File: src/rtl/xgmii_fifo_pkg.sv
// ---------------------------------------------------------------------------
// xgmii_fifo_pkg
//   Definitions shared by the XGMII receive engine and its FIFO-to-AXIS
//   transmit stage:
//     - bit positions inside the 72-bit receive FIFO word
//     - the drain-stage state encoding (3 bits)
//     - the default TLP length limit in 64-bit beats
//     - the tkeep expansion helper (two DW enables -> eight byte enables)
// ---------------------------------------------------------------------------
package xgmii_fifo_pkg;

    // FIFO word layout: [63:0] data, [64] valid TLP word, [65] TLP last,
    // [66] DW0 enable, [67] DW1 enable, [71:68] reserved.
    localparam int unsigned FIFO_W   = 72;
    localparam int unsigned DATA_MSB = 63;
    localparam int unsigned VALID    = 64;
    localparam int unsigned LAST     = 65;
    localparam int unsigned EN_LO    = 66;
    localparam int unsigned EN_HI    = 67;

    // 4 DW header + 1024 DW payload, in 64-bit beats.
    localparam logic [9:0] DEFAULT_MAX_BEATS = 10'd514;

    typedef enum logic [2:0] {
        IDLE  = 3'd0,
        REQ   = 3'd1,
        XFER  = 3'd2,
        DRAIN = 3'd3,
        DONE  = 3'd4
    } rx_state_t;

    // Each DW enable covers four byte lanes; DW0 occupies the low lanes.
    function automatic logic [7:0] tkeep_expand(input logic en_hi, input logic en_lo);
        return {{4{en_hi}}, {4{en_lo}}};
    endfunction

endpackage

File: src/rtl/xgmii_fifo_axis_slice.sv
// ---------------------------------------------------------------------------
// xgmii_fifo_axis_slice
//   Single-entry registered output slot for the AXIS transmit interface.
//   A new beat may be loaded whenever the slot is free (empty, or its beat is
//   being accepted this cycle), so back-to-back beats flow at one per cycle.
//
// Ports
//   clk, rst_n        clock, asynchronous active-low reset
//   load              capture new_* into the slot this cycle
//   tready            core ready (acceptance = tvalid && tready)
//   new_tdata/tkeep/  beat presented for loading
//   new_tlast/new_dsc
//   tdata/tkeep/tlast/tvalid/dsc   registered slot contents
//   slot_free         slot can take a beat this cycle
// ---------------------------------------------------------------------------
module xgmii_fifo_axis_slice (
    input  logic        clk,
    input  logic        rst_n,
    input  logic        load,
    input  logic        tready,
    input  logic [63:0] new_tdata,
    input  logic [7:0]  new_tkeep,
    input  logic        new_tlast,
    input  logic        new_dsc,
    output logic [63:0] tdata,
    output logic [7:0]  tkeep,
    output logic        tlast,
    output logic        tvalid,
    output logic        dsc,
    output logic        slot_free
);

    assign slot_free = !tvalid || tready;

    always_ff @(posedge clk or negedge rst_n) begin
        if (!rst_n) begin
            tdata  <= '0;
            tkeep  <= '0;
            tlast  <= 1'b0;
            tvalid <= 1'b0;
            dsc    <= 1'b0;
        end else if (load) begin
            // A load while the current beat is accepted replaces it directly.
            tdata  <= new_tdata;
            tkeep  <= new_tkeep;
            tlast  <= new_tlast;
            tvalid <= 1'b1;
            dsc    <= new_dsc;
        end else if (tready) begin
            // Beat accepted (or slot already empty): drop the qualifiers so
            // discontinue never lingers without a valid beat.
            tvalid <= 1'b0;
            tlast  <= 1'b0;
            dsc    <= 1'b0;
        end
    end

endmodule

File: src/rtl/xgmii_rxfifo_axis_tx.sv
// ---------------------------------------------------------------------------
// xgmii_rxfifo_axis_tx
//   Downstream stage of the XGMII receive engine, on the PCIe user clock.
//   Pops TLP words from the first-word-fall-through receive FIFO, arbitrates
//   for the PCIe AXIS transmit port with a req/ack pair, and replays the TLP
//   one beat per cycle through a registered output slot. Inter-frame gap
//   words are discarded; a gap word inside a TLP or a TLP longer than
//   MAX_BEATS ends the packet with tx_src_dsc on the final beat.
//
// Parameters
//   MAX_BEATS      maximum 64-bit beats per TLP
//   DW_VALID_BIT   FIFO bit marking a valid TLP word
//   LAST_BIT       FIFO bit marking the last word of a TLP
//
// Ports
//   clk                 PCIe user clock
//   sys_rst_n           asynchronous active-low reset
//   fifo_dout/empty     FIFO head word and empty flag
//   fifo_rd_en          pop strobe (combinational)
//   s_axis_tx_req/ack   transmit port request / grant
//   s_axis_tx_*         AXIS transmit beat (tdata/tkeep/tlast/tvalid/tready)
//   tx_src_dsc          source discontinue, qualifies the final beat
//   tlp_count           TLPs forwarded without discontinue
//   drop_count          words discarded
//
// Build option
//   XGMII_RXFIFO_STATS_EN  when defined, tlp_count/drop_count are live 8-bit
//                          wrapping counters; otherwise both read 8'h00.
// ---------------------------------------------------------------------------
module xgmii_rxfifo_axis_tx
    import xgmii_fifo_pkg::*;
#(
    parameter logic [9:0]  MAX_BEATS    = DEFAULT_MAX_BEATS,
    parameter int unsigned DW_VALID_BIT = VALID,
    parameter int unsigned LAST_BIT     = LAST
) (
    input  logic        clk,
    input  logic        sys_rst_n,
    input  logic [71:0] fifo_dout,
    input  logic        fifo_empty,
    output logic        fifo_rd_en,
    output logic        s_axis_tx_req,
    input  logic        s_axis_tx_ack,
    input  logic        s_axis_tx_tready,
    output logic [63:0] s_axis_tx_tdata,
    output logic [7:0]  s_axis_tx_tkeep,
    output logic        s_axis_tx_tlast,
    output logic        s_axis_tx_tvalid,
    output logic        tx_src_dsc,
    output logic [7:0]  tlp_count,
    output logic [7:0]  drop_count
);

    rx_state_t   state_q, state_d;
    logic        req_q, req_d;
    logic [9:0]  cnt_q, cnt_d, cnt_inc;
    logic        load, discard, slot_free;
    logic        head_valid, head_last;
    logic [63:0] new_tdata;
    logic [7:0]  new_tkeep;
    logic        new_tlast, new_dsc;
    logic        unused_reserved;

    assign head_valid      = fifo_dout[DW_VALID_BIT];
    assign head_last       = fifo_dout[LAST_BIT];
    assign cnt_inc         = cnt_q + 10'd1;
    assign unused_reserved = ^fifo_dout[71:68];

    // Nothing is popped while reset is asserted, even though the IDLE gap
    // discard condition is combinational on the FIFO head.
    assign fifo_rd_en    = (load || discard) && sys_rst_n;
    assign s_axis_tx_req = req_q;

    // ------------------------------------------------------------------
    // Beat formatting for the word at the FIFO head
    // ------------------------------------------------------------------
    always_comb begin
        new_tdata = fifo_dout[DATA_MSB:0];
        new_tkeep = tkeep_expand(fifo_dout[EN_HI], fifo_dout[EN_LO]);
        new_tlast = head_last;
        new_dsc   = 1'b0;
        if (!head_valid) begin
            // Gap word inside a TLP: close the packet with an all-zero,
            // discontinued final beat.
            new_tdata = '0;
            new_tkeep = '1;
            new_tlast = 1'b1;
            new_dsc   = 1'b1;
        end else if (!head_last && (cnt_inc == MAX_BEATS)) begin
            // Overlong TLP: this beat is forced to be the discontinued last.
            new_tlast = 1'b1;
            new_dsc   = 1'b1;
        end
    end

    // ------------------------------------------------------------------
    // Control FSM: next state, request, beat counter, pop decisions
    // ------------------------------------------------------------------
    always_comb begin
        state_d = state_q;
        req_d   = req_q;
        cnt_d   = cnt_q;
        load    = 1'b0;
        discard = 1'b0;
        unique case (state_q)
            IDLE: begin
                if (!fifo_empty) begin
                    if (!head_valid) begin
                        discard = 1'b1;
                    end else begin
                        req_d   = 1'b1;
                        state_d = REQ;
                    end
                end
            end
            REQ: begin
                if (s_axis_tx_ack) begin
                    state_d = XFER;
                end
            end
            XFER: begin
                if (slot_free && !fifo_empty) begin
                    load  = 1'b1;
                    cnt_d = cnt_inc;
                    if (!head_valid || head_last) begin
                        state_d = DONE;
                    end else if (cnt_inc == MAX_BEATS) begin
                        state_d = DRAIN;
                    end
                end
            end
            DRAIN: begin
                // The discontinued final beat may still be waiting in the
                // slot; DONE takes care of its acceptance.
                if (!fifo_empty) begin
                    discard = 1'b1;
                    if (head_last) begin
                        state_d = DONE;
                    end
                end
            end
            DONE: begin
                // Slot free here means the final beat is being accepted now
                // or was already accepted during DRAIN.
                if (slot_free) begin
                    req_d   = 1'b0;
                    cnt_d   = '0;
                    state_d = IDLE;
                end
            end
            default: begin
                req_d   = 1'b0;
                cnt_d   = '0;
                state_d = IDLE;
            end
        endcase
    end

    always_ff @(posedge clk or negedge sys_rst_n) begin
        if (!sys_rst_n) begin
            state_q <= IDLE;
            req_q   <= 1'b0;
            cnt_q   <= '0;
        end else begin
            state_q <= state_d;
            req_q   <= req_d;
            cnt_q   <= cnt_d;
        end
    end

    // ------------------------------------------------------------------
    // Output slot
    // ------------------------------------------------------------------
    xgmii_fifo_axis_slice u_slice (
        .clk       (clk),
        .rst_n     (sys_rst_n),
        .load      (load),
        .tready    (s_axis_tx_tready),
        .new_tdata (new_tdata),
        .new_tkeep (new_tkeep),
        .new_tlast (new_tlast),
        .new_dsc   (new_dsc),
        .tdata     (s_axis_tx_tdata),
        .tkeep     (s_axis_tx_tkeep),
        .tlast     (s_axis_tx_tlast),
        .tvalid    (s_axis_tx_tvalid),
        .dsc       (tx_src_dsc),
        .slot_free (slot_free)
    );

    // ------------------------------------------------------------------
    // Statistics
    // ------------------------------------------------------------------
`ifdef XGMII_RXFIFO_STATS_EN
    logic [7:0] tlp_cnt_q, drop_cnt_q;

    always_ff @(posedge clk or negedge sys_rst_n) begin
        if (!sys_rst_n) begin
            tlp_cnt_q  <= '0;
            drop_cnt_q <= '0;
        end else begin
            if (s_axis_tx_tvalid && s_axis_tx_tready && s_axis_tx_tlast && !tx_src_dsc) begin
                tlp_cnt_q <= tlp_cnt_q + 8'd1;
            end
            if (discard) begin
                drop_cnt_q <= drop_cnt_q + 8'd1;
            end
        end
    end

    assign tlp_count  = tlp_cnt_q;
    assign drop_count = drop_cnt_q;
`else
    assign tlp_count  = '0;
    assign drop_count = '0;
`endif

endmodule

File: config.mk
export PLATFORM = sky130hd
export DESIGN_NAME = xgmii_rxfifo_axis_tx
export DESIGN_NICKNAME = d
export VERILOG_FILES = /design/src/rtl/xgmii_fifo_pkg.sv /design/src/rtl/xgmii_fifo_axis_slice.sv /design/src/rtl/xgmii_rxfifo_axis_tx.sv
export SDC_FILE = /design/constraint.sdc
export NUM_CORES = 1
export LEC_CHECK = 0
export ABC_AREA = 1
export CAP_MARGIN = 20
export CORE_ASPECT_RATIO = 0.6
export CORE_MARGIN = 10
export CORE_UTILIZATION = 45
export CTS_CLUSTER_SIZE = 30
export DETAILED_ROUTE_END_ITERATION = 7
export PLACE_DENSITY = 0.95
export SETUP_SLACK_MARGIN = 0.5
export SKIP_LAST_GASP = 1
export SYNTH_ARGS = -nofsm -noshare
export SYNTH_HDL_FRONTEND = slang
export SYNTH_SLANG_ARGS = --single-unit
File: constraint.sdc
create_clock -name clk -period 2.95 [get_ports clk]
set_input_delay 0.295 -clock clk [delete_from_list [all_inputs] [get_ports clk]]
set_output_delay 0.295 -clock clk [all_outputs]
set_load 0.02 [all_outputs]
== After elaboration in Yosys (flattened, before gate mapping) ==
Cells that the tools add are included.

* Add/subtract/negate cells: 1
* Equal/unequal tests: 13
* Mux-type cells: 33
* Bitwise logic cells: 2
* Reduce and logical (&&, ||, !) cells: 17

{| class="wikitable"
|+ Operators with widths
! cell !! number
|-
| $mux 64 || 1
|-
| $pmux 10 s3 || 1
|-
| $mux 3 || 9
|-
| $mux 10 || 2
|-
| $mux 1 || 16
|-
| $pmux 3 s5 || 1
|-
| $ne 2x2->1 const B || 7
|-
| $add 10x1->10 const B || 1
|-
| $eq 10x10->1 const B || 1
|-
| $mux 8 || 1
|-
| $reduce_and 8->1 || 1
|-
| $eq 3x2->1 const B || 2
|-
| $reduce_or 3->1 || 2
|-
| $logic_not 1->1 || 4
|-
| $reduce_and 4->1 || 1
|-
| $eq 3x1->1 const B || 1
|-
| $eq 3x3->1 const B || 1
|-
| $logic_and 1x1->1 || 3
|-
| $logic_not 3->1 || 1
|-
| $logic_or 1x1->1 || 3
|-
| $ne 3x3->1 const B || 1
|-
| $pmux 1 s3 || 1
|-
| $reduce_and 3->1 || 1
|-
| $not 1->1 || 2
|-
| other kinds (2) || 2
|}

* Register bits after elaboration: 89
* Bits of input ports: 77
* Output and inout port bits: 93
* Logic and storage cells: 74

== Depth between registers and ports, before layout ==
* Depth in word-level cells: 7
* Gate-level depth with buffers: 13
* Mapped depth without buffers: 13

== Cells and area by module ==
Synthesis repeated with hierarchy kept, for this count alone.

* Cell total of the unflattened synthesis: 616
* Area, all modules: 4461.8 um^2

{| class="wikitable"
|+ By module, submodules not included
! module !! times used !! cells each !! area each (um^2) !! seq. area each (um^2)
|-
| xgmii_fifo_axis_slice || 1 || 317 || 2841.5 || 1876.8
|-
| xgmii_rxfifo_axis_tx || 1 || 299 || 1620.3 || 350.3
|}

== Least setup slack after synthesis ==
Ideal clock, no wire load.

* Path type: reg-to-output
* Start point: register u_slice.tvalid
* End point: output port fifo_rd_en
* Data arrival time: 1.504 ns
* Required time: 2.655 ns
* Setup slack: 1.151 ns
* Cell stages (with the launch flop): 8
* Path buffers: 2
* Cell sequence: dfrtp_1 inv_1 nor2_1 nor2_1 nand2_2 buf_6 buf_2 a21boi_1

* Longest elaborated chain between the ends: 7

{| class="wikitable"
|+ Ends and longest elaborated chain
! what !! RTL line !! text
|-
| from (decl) || xgmii_fifo_axis_slice.sv:28 || <nowiki>output logic tvalid,</nowiki>
|-
| from (signal assigned) || xgmii_fifo_axis_slice.sv:40 || <nowiki>tvalid <= 1'b0;</nowiki>
|-
| from (signal assigned) || xgmii_fifo_axis_slice.sv:47 || <nowiki>tvalid <= 1'b1;</nowiki>
|-
| from (signal assigned) || xgmii_fifo_axis_slice.sv:52 || <nowiki>tvalid <= 1'b0;</nowiki>
|-
| $logic_not 1->1 || xgmii_fifo_axis_slice.sv:33 || <nowiki>assign slot_free = !tvalid || tready;</nowiki>
|-
| $logic_or 1x1->1 || xgmii_fifo_axis_slice.sv:33 ||
|-
| $logic_and 1x1->1 || xgmii_rxfifo_axis_tx.sv:122 || <nowiki>if (slot_free && !fifo_empty) begin</nowiki>
|-
| $mux 1 || xgmii_rxfifo_axis_tx.sv:122 ||
|-
| $mux 1 || xgmii_rxfifo_axis_tx.sv:105 || <nowiki>unique case (state_q)</nowiki>
|-
| $logic_or 1x1->1 || xgmii_rxfifo_axis_tx.sv:71 || <nowiki>assign fifo_rd_en = (load || discard) && sys_rst_n;</nowiki>
|-
| $logic_and 1x1->1 || xgmii_rxfifo_axis_tx.sv:71 ||
|-
| to (decl) || xgmii_rxfifo_axis_tx.sv:41 || <nowiki>output logic fifo_rd_en,</nowiki>
|}

No other way between the ends.

== Worst setup path in the final report ==
* Start point: register state_q[1]
* End point: output port fifo_rd_en

* Longest elaborated chain between the ends: 4
* Elaborated cells between the ends (all ways): 7
* Classes of those cells: 2 x eq/ne; 2 x mux; 3 x reduce/logical

{| class="wikitable"
|+ Ends and longest elaborated chain
! what !! RTL line !! text
|-
| from (decl) || xgmii_rxfifo_axis_tx.sv:54 || <nowiki>rx_state_t state_q, state_d;</nowiki>
|-
| from (signal assigned) || xgmii_rxfifo_axis_tx.sv:165 || <nowiki>state_q <= state_d;</nowiki>
|-
| $eq 3x2->1 or $logic_not 3->1 (tied branches) || xgmii_rxfifo_axis_tx.sv:105 ||
|-
| $pmux 1 s2 or $mux 1 (tied branches) || xgmii_rxfifo_axis_tx.sv:105 ||
|-
| $logic_or 1x1->1 * || xgmii_rxfifo_axis_tx.sv:71 ||
|-
| $logic_and 1x1->1 * || xgmii_rxfifo_axis_tx.sv:71 ||
|}

Mark *: on every way between the ends. The rest lies on a longest branch, timed or not.

==> impl_results.html <==
<table>
<tr><th>Metric</th><th>Value</th></tr>
<tr><th colspan="2">Drt</th></tr>
<tr><td>Routed WL per cell</td><td>16.20 µm</td></tr>
<tr><td>Routed via count divided by cell count</td><td>4.856</td></tr>
<tr><td>DRC violations left</td><td>0</td></tr>
<tr><td>Number of nets still failing antenna checks after routing</td><td>0</td></tr>
<tr><td>Overall routed net length</td><td>11590 µm</td></tr>
<tr><td>Pre-Repair DR Iteration Count</td><td>4</td></tr>
<tr><td>Iteration-0 DRC count of the detailed router</td><td>204</td></tr>
<tr><td>Total via count in the routed design</td><td>3472</td></tr>
<tr><th colspan="2">Cells and area</th></tr>
<tr><td>Area of all sequential standard cells</td><td>0.002077 mm²</td></tr>
<tr><td>FILL cells</td><td>649</td></tr>
<tr><td>Util after Layout</td><td>0.6736</td></tr>
<tr><td>Commonest cells after routing, fill and taps aside</td><td>nand2_1, clkdlybuf4s50_1, dfrtp_1</td></tr>
<tr><td>Multi-input gate area</td><td>0.001461 mm²</td></tr>
<tr><td>Finished Layout Cells</td><td>715</td></tr>
<tr><td>Most frequent standard cell in the layout excluding fill and tap cells</td><td>nand2_1</td></tr>
<tr><td>Fraction of layout instances using a drive strength above 1</td><td>0.06468</td></tr>
<tr><td>Final net count</td><td>678</td></tr>
<tr><td>Antenna diode instance count</td><td>0</td></tr>
<tr><td>Area Growth Syn to Fin</td><td>47.56%</td></tr>
<tr><th colspan="2">Synth</th></tr>
<tr><td>Post-Synthesis Cells</td><td>463</td></tr>
<tr><td>Synthesis Warnings</td><td>0</td></tr>
<tr><td>Sequential-to-total area share from yosys stat</td><td>0.5400</td></tr>
<tr><td>Post-synth EDFFs</td><td>0</td></tr>
<tr><td>Count of unique library cells instantiated by Yosys</td><td>27</td></tr>
<tr><td>Number of synthesized register bits</td><td>83</td></tr>
<tr><td>Proportion of synthesized flip-flops having asynchronous set or reset</td><td>1.000</td></tr>
<tr><td>Cell area after synthesis</td><td>0.003846 mm²</td></tr>
<tr><td>Synthesized area per cell</td><td>8.307 µm²</td></tr>
<tr><td>Top flip-flop cell by instance count after synthesis</td><td>dfrtp_1</td></tr>
<tr><th colspan="2">Die</th></tr>
<tr><td>Initial Utilization</td><td>0.4565</td></tr>
<tr><td>Number of top-level pins</td><td>170</td></tr>
<tr><td>Die ar.</td><td>0.01277 mm²</td></tr>
<tr><td>Width of the die</td><td>139.4 µm</td></tr>
<tr><td>Core Rows</td><td>26</td></tr>
<tr><td>Die Y</td><td>91.61 µm</td></tr>
<tr><td>Area of the core</td><td>0.008426 mm²</td></tr>
<tr><th colspan="2">Global route</th></tr>
<tr><td>GRT Util Overall</td><td>0.1786</td></tr>
<tr><td>Vias in the first global route</td><td>3654</td></tr>
<tr><td>Maximum number of pins on one net before global-route repair</td><td>141</td></tr>
<tr><td>Global-route wire length before repair</td><td>18710 µm</td></tr>
<tr><td>Number of antenna violations at the first check in global routing</td><td>0</td></tr>
<tr><td>Total overflow reported by the global router</td><td>0</td></tr>
<tr><th colspan="2">Min path</th></tr>
<tr><td>Worst hold path type</td><td>in -&gt; async</td></tr>
<tr><th colspan="2">Timing</th></tr>
<tr><td># setup viols final</td><td>0</td></tr>
<tr><td>Max_slew headroom</td><td>0.6400</td></tr>
<tr><td>WHS</td><td>0.4611 ns</td></tr>
<tr><td>Measured slew at the worst slew-check pin</td><td>0.5400 ns</td></tr>
<tr><td>Shortest period the worst path allows</td><td>2.266 ns</td></tr>
<tr><td>FMAX</td><td>441.3 MHz</td></tr>
<tr><td>Setup repair after global routing missed its margin</td><td>no</td></tr>
<tr><td>Post-route setup TNS</td><td>0 ns</td></tr>
<tr><td>Final Hold Fails</td><td>0</td></tr>
<tr><td>Max Transition Viols Final</td><td>0</td></tr>
<tr><td>Final period util</td><td>0.7682</td></tr>
<tr><td>Clock skew</td><td>0.006035 ns</td></tr>
<tr><th colspan="2">Setup path</th></tr>
<tr><td>Crit path arrival time</td><td>1.97 ns</td></tr>
<tr><td>FF-to-FF path depth</td><td>8</td></tr>
<tr><td>Highest fanout seen on the critical path</td><td>5</td></tr>
<tr><td>Category of the worst setup path launch point</td><td>flop</td></tr>
<tr><td>Max incr delay on CP</td><td>0.41 ns</td></tr>
<tr><td>Required arrival time at the worst endpoint</td><td>2.65 ns</td></tr>
<tr><td>FF-to-FF setup slack</td><td>1.11 ns</td></tr>
<tr><td>Reg2reg end</td><td>cnt_q[8]</td></tr>
<tr><td>Crit path cell chain</td><td>inv_1 -&gt; nand3_1 -&gt; nor2_1 -&gt; o21ai_0 -&gt; a21boi_1 -&gt; dlygate4sd2_1</td></tr>
<tr><td>Critical path start-end classification</td><td>reg -&gt; out</td></tr>
<tr><td>Critical Path End Type</td><td>primary output</td></tr>
<tr><td>Slowest cell on the critical path</td><td>dfrtp_1</td></tr>
<tr><td>FF-to-FF Start</td><td>state_q[2]</td></tr>
<tr><th colspan="2">Clock tree</th></tr>
<tr><td>Sink Count</td><td>83</td></tr>
<tr><td>Clock insertion delay at the later pin of the skew report</td><td>0.33 ns</td></tr>
<tr><td>CTS root buffer</td><td>clkbuf_16</td></tr>
<tr><td>Count of H-tree levels built during CTS</td><td>3</td></tr>
<tr><td>Number of CTS-inserted buffers</td><td>9</td></tr>
<tr><td>Maximum count of clock buffers along a single path</td><td>2</td></tr>
<tr><td>CTS tree</td><td>built</td></tr>
<tr><td>Clock Pin Slew Worst Setup and Hold Paths</td><td>0.06 ns</td></tr>
<tr><th colspan="2">Placed design</th></tr>
<tr><td>Detail Placement HPWL</td><td>8502 µm</td></tr>
<tr><td>GP Congestion</td><td>0.8588</td></tr>
<tr><td>Number of I/O port buffers</td><td>149</td></tr>
<tr><td>Cell count after placement</td><td>698</td></tr>
<tr><th colspan="2">Power and ir drop</th></tr>
<tr><td>Worst vdd ir</td><td>0.0005622 V</td></tr>
<tr><td>Switching part of the total</td><td>0.3795</td></tr>
<tr><td>Static leakage</td><td>2.592 nW</td></tr>
<tr><td>Share of total power in sequential cells</td><td>0.325</td></tr>
<tr><td>Clock network fraction of total power</td><td>0.217</td></tr>
<tr><td>Net Sw Power</td><td>0.002235 W</td></tr>
<tr><td>Combinational fraction of design power</td><td>0.458</td></tr>
<tr><td>Internal power</td><td>0.003654 W</td></tr>
<tr><td>Power Dens Cells</td><td>1038 mW/mm²</td></tr>
<tr><th colspan="2">Status</th></tr>
<tr><td>Outcome</td><td>completed</td></tr>
<tr><th colspan="2">Job</th></tr>
<tr><td>Number of max-cap violations</td><td>0</td></tr>
</table>
[worst max-delay path by stage]
stage,start,endpoint,slack (ns),depth (start not counted)
floorplan,u_slice.tvalid,fifo_rd_en,1.15,7
global placement,s_axis_tx_tready,fifo_rd_en,0.65,6
detailed placement,s_axis_tx_tready,fifo_rd_en,0.64,6
CTS,state_q[1],fifo_rd_en,0.68,6
global route,state_q[1],fifo_rd_en,0.57,6
finish,state_q[1],fifo_rd_en,0.68,6
[area by class of cell]
type	count	area share
sequential	83	0.3660
timing repair buffer	154	0.2740
multi-input combinational	324	0.2575
clock buffer	9	0.03968
tap	112	0.02469
clock inverter	6	0.02028
inverter	27	0.01786
[cell families after synthesis]
family / synth area share
fa+ha+maj: 0.006505
flops: 0.5400
compound gates: 0.1220
other cells: 0.0009750
buf+inv: 0.09597
simple gates: 0.2345
[cells in the mapped netlist, types with 2 or more instances]
library cell,n,area share
clkbuf_1,11,0.011
o21ai_0,76,0.099
nand2_2,6,0.0098
o22ai_1,4,0.0065
clkbuf_2,2,0.0026
nand3_2,2,0.0052
dfrtp_1,83,0.54
nand4_1,5,0.0081
nor2_2,5,0.0081
nand2_1,173,0.17
inv_1,26,0.025
nor2_1,14,0.014
nor2_4,2,0.0059
a21oi_1,2,0.0026
ha_1,2,0.0065
o21ai_1,2,0.0026
buf_4,22,0.043
buf_2,8,0.010
nand3_1,10,0.013
[sequential cells by signal, summed over array words and instances, names as in the netlist]
name	cells
u_slice.tlast	1
s_axis_tx_req	1
u_slice.tdata	64
u_slice.tkeep	2
state_q	3
cnt_q	10
u_slice.dsc	1
u_slice.tvalid	1
[per-layer routing]
metal	vias up	share of wire	global-route usage
met2	164	0.47	0.2896
li1	1711	-	-
met4	0	0.013	0.05277
met3	12	0.12	0.08754
met5	-	0	0
met1	1585	0.39	0.2057
[worst max-delay path, delay by kind of cell (launching register included)]
kind | cells | cell delay, ns
flip-flops | 1 | 0.41
AND/OR/NAND/NOR | 2 | 0.39
buffers and inverters | 2 | 0.59
AO/OA/AOI/OAI | 2 | 0.24
[power groups by stage]
stage / Combinational, W / Clock [W] / Sequential [W]
detailed placement: 0.00271 / 0 / 0.00193
global route: 0.00291 / 0.00136 / 0.00198
global placement: 0.00263 / 0 / 0.00189
floorplan: 0.000844 / 0 / 0.00246
CTS: 0.00272 / 0.00130 / 0.00191
finish: 0.00270 / 0.00128 / 0.00191
[per-stage QoR]
stage / cell area (µm²) / setup slack, ns / power, W
6_report: 5675 / 0.6839 / 0.005889
5_1_grt: 5675 / 0.5691 / 0.006255
4_1_cts: 5638 / 0.6790 / 0.005943
3_5_place_dp: 5299 / 0.6370 / 0.004639
3_3_place_gp: 5299 / 0.6541 / 0.004525
2_1_floorplan: 3902 / 1.151 / 0.003307
[repair_timing]
| action | 4_1_cts | 5_1_grt |
|---|---|---|
| endpoints found under the setup margin | 1 | 0 |
| hold endpoints to repair | 0 | 12 |
| hold buffers | 0 | 1 |
| buffers inserted | 0 | 0 |
| gates resized for setup | 1 | 0 |
(Power assumes the default switching activity.)
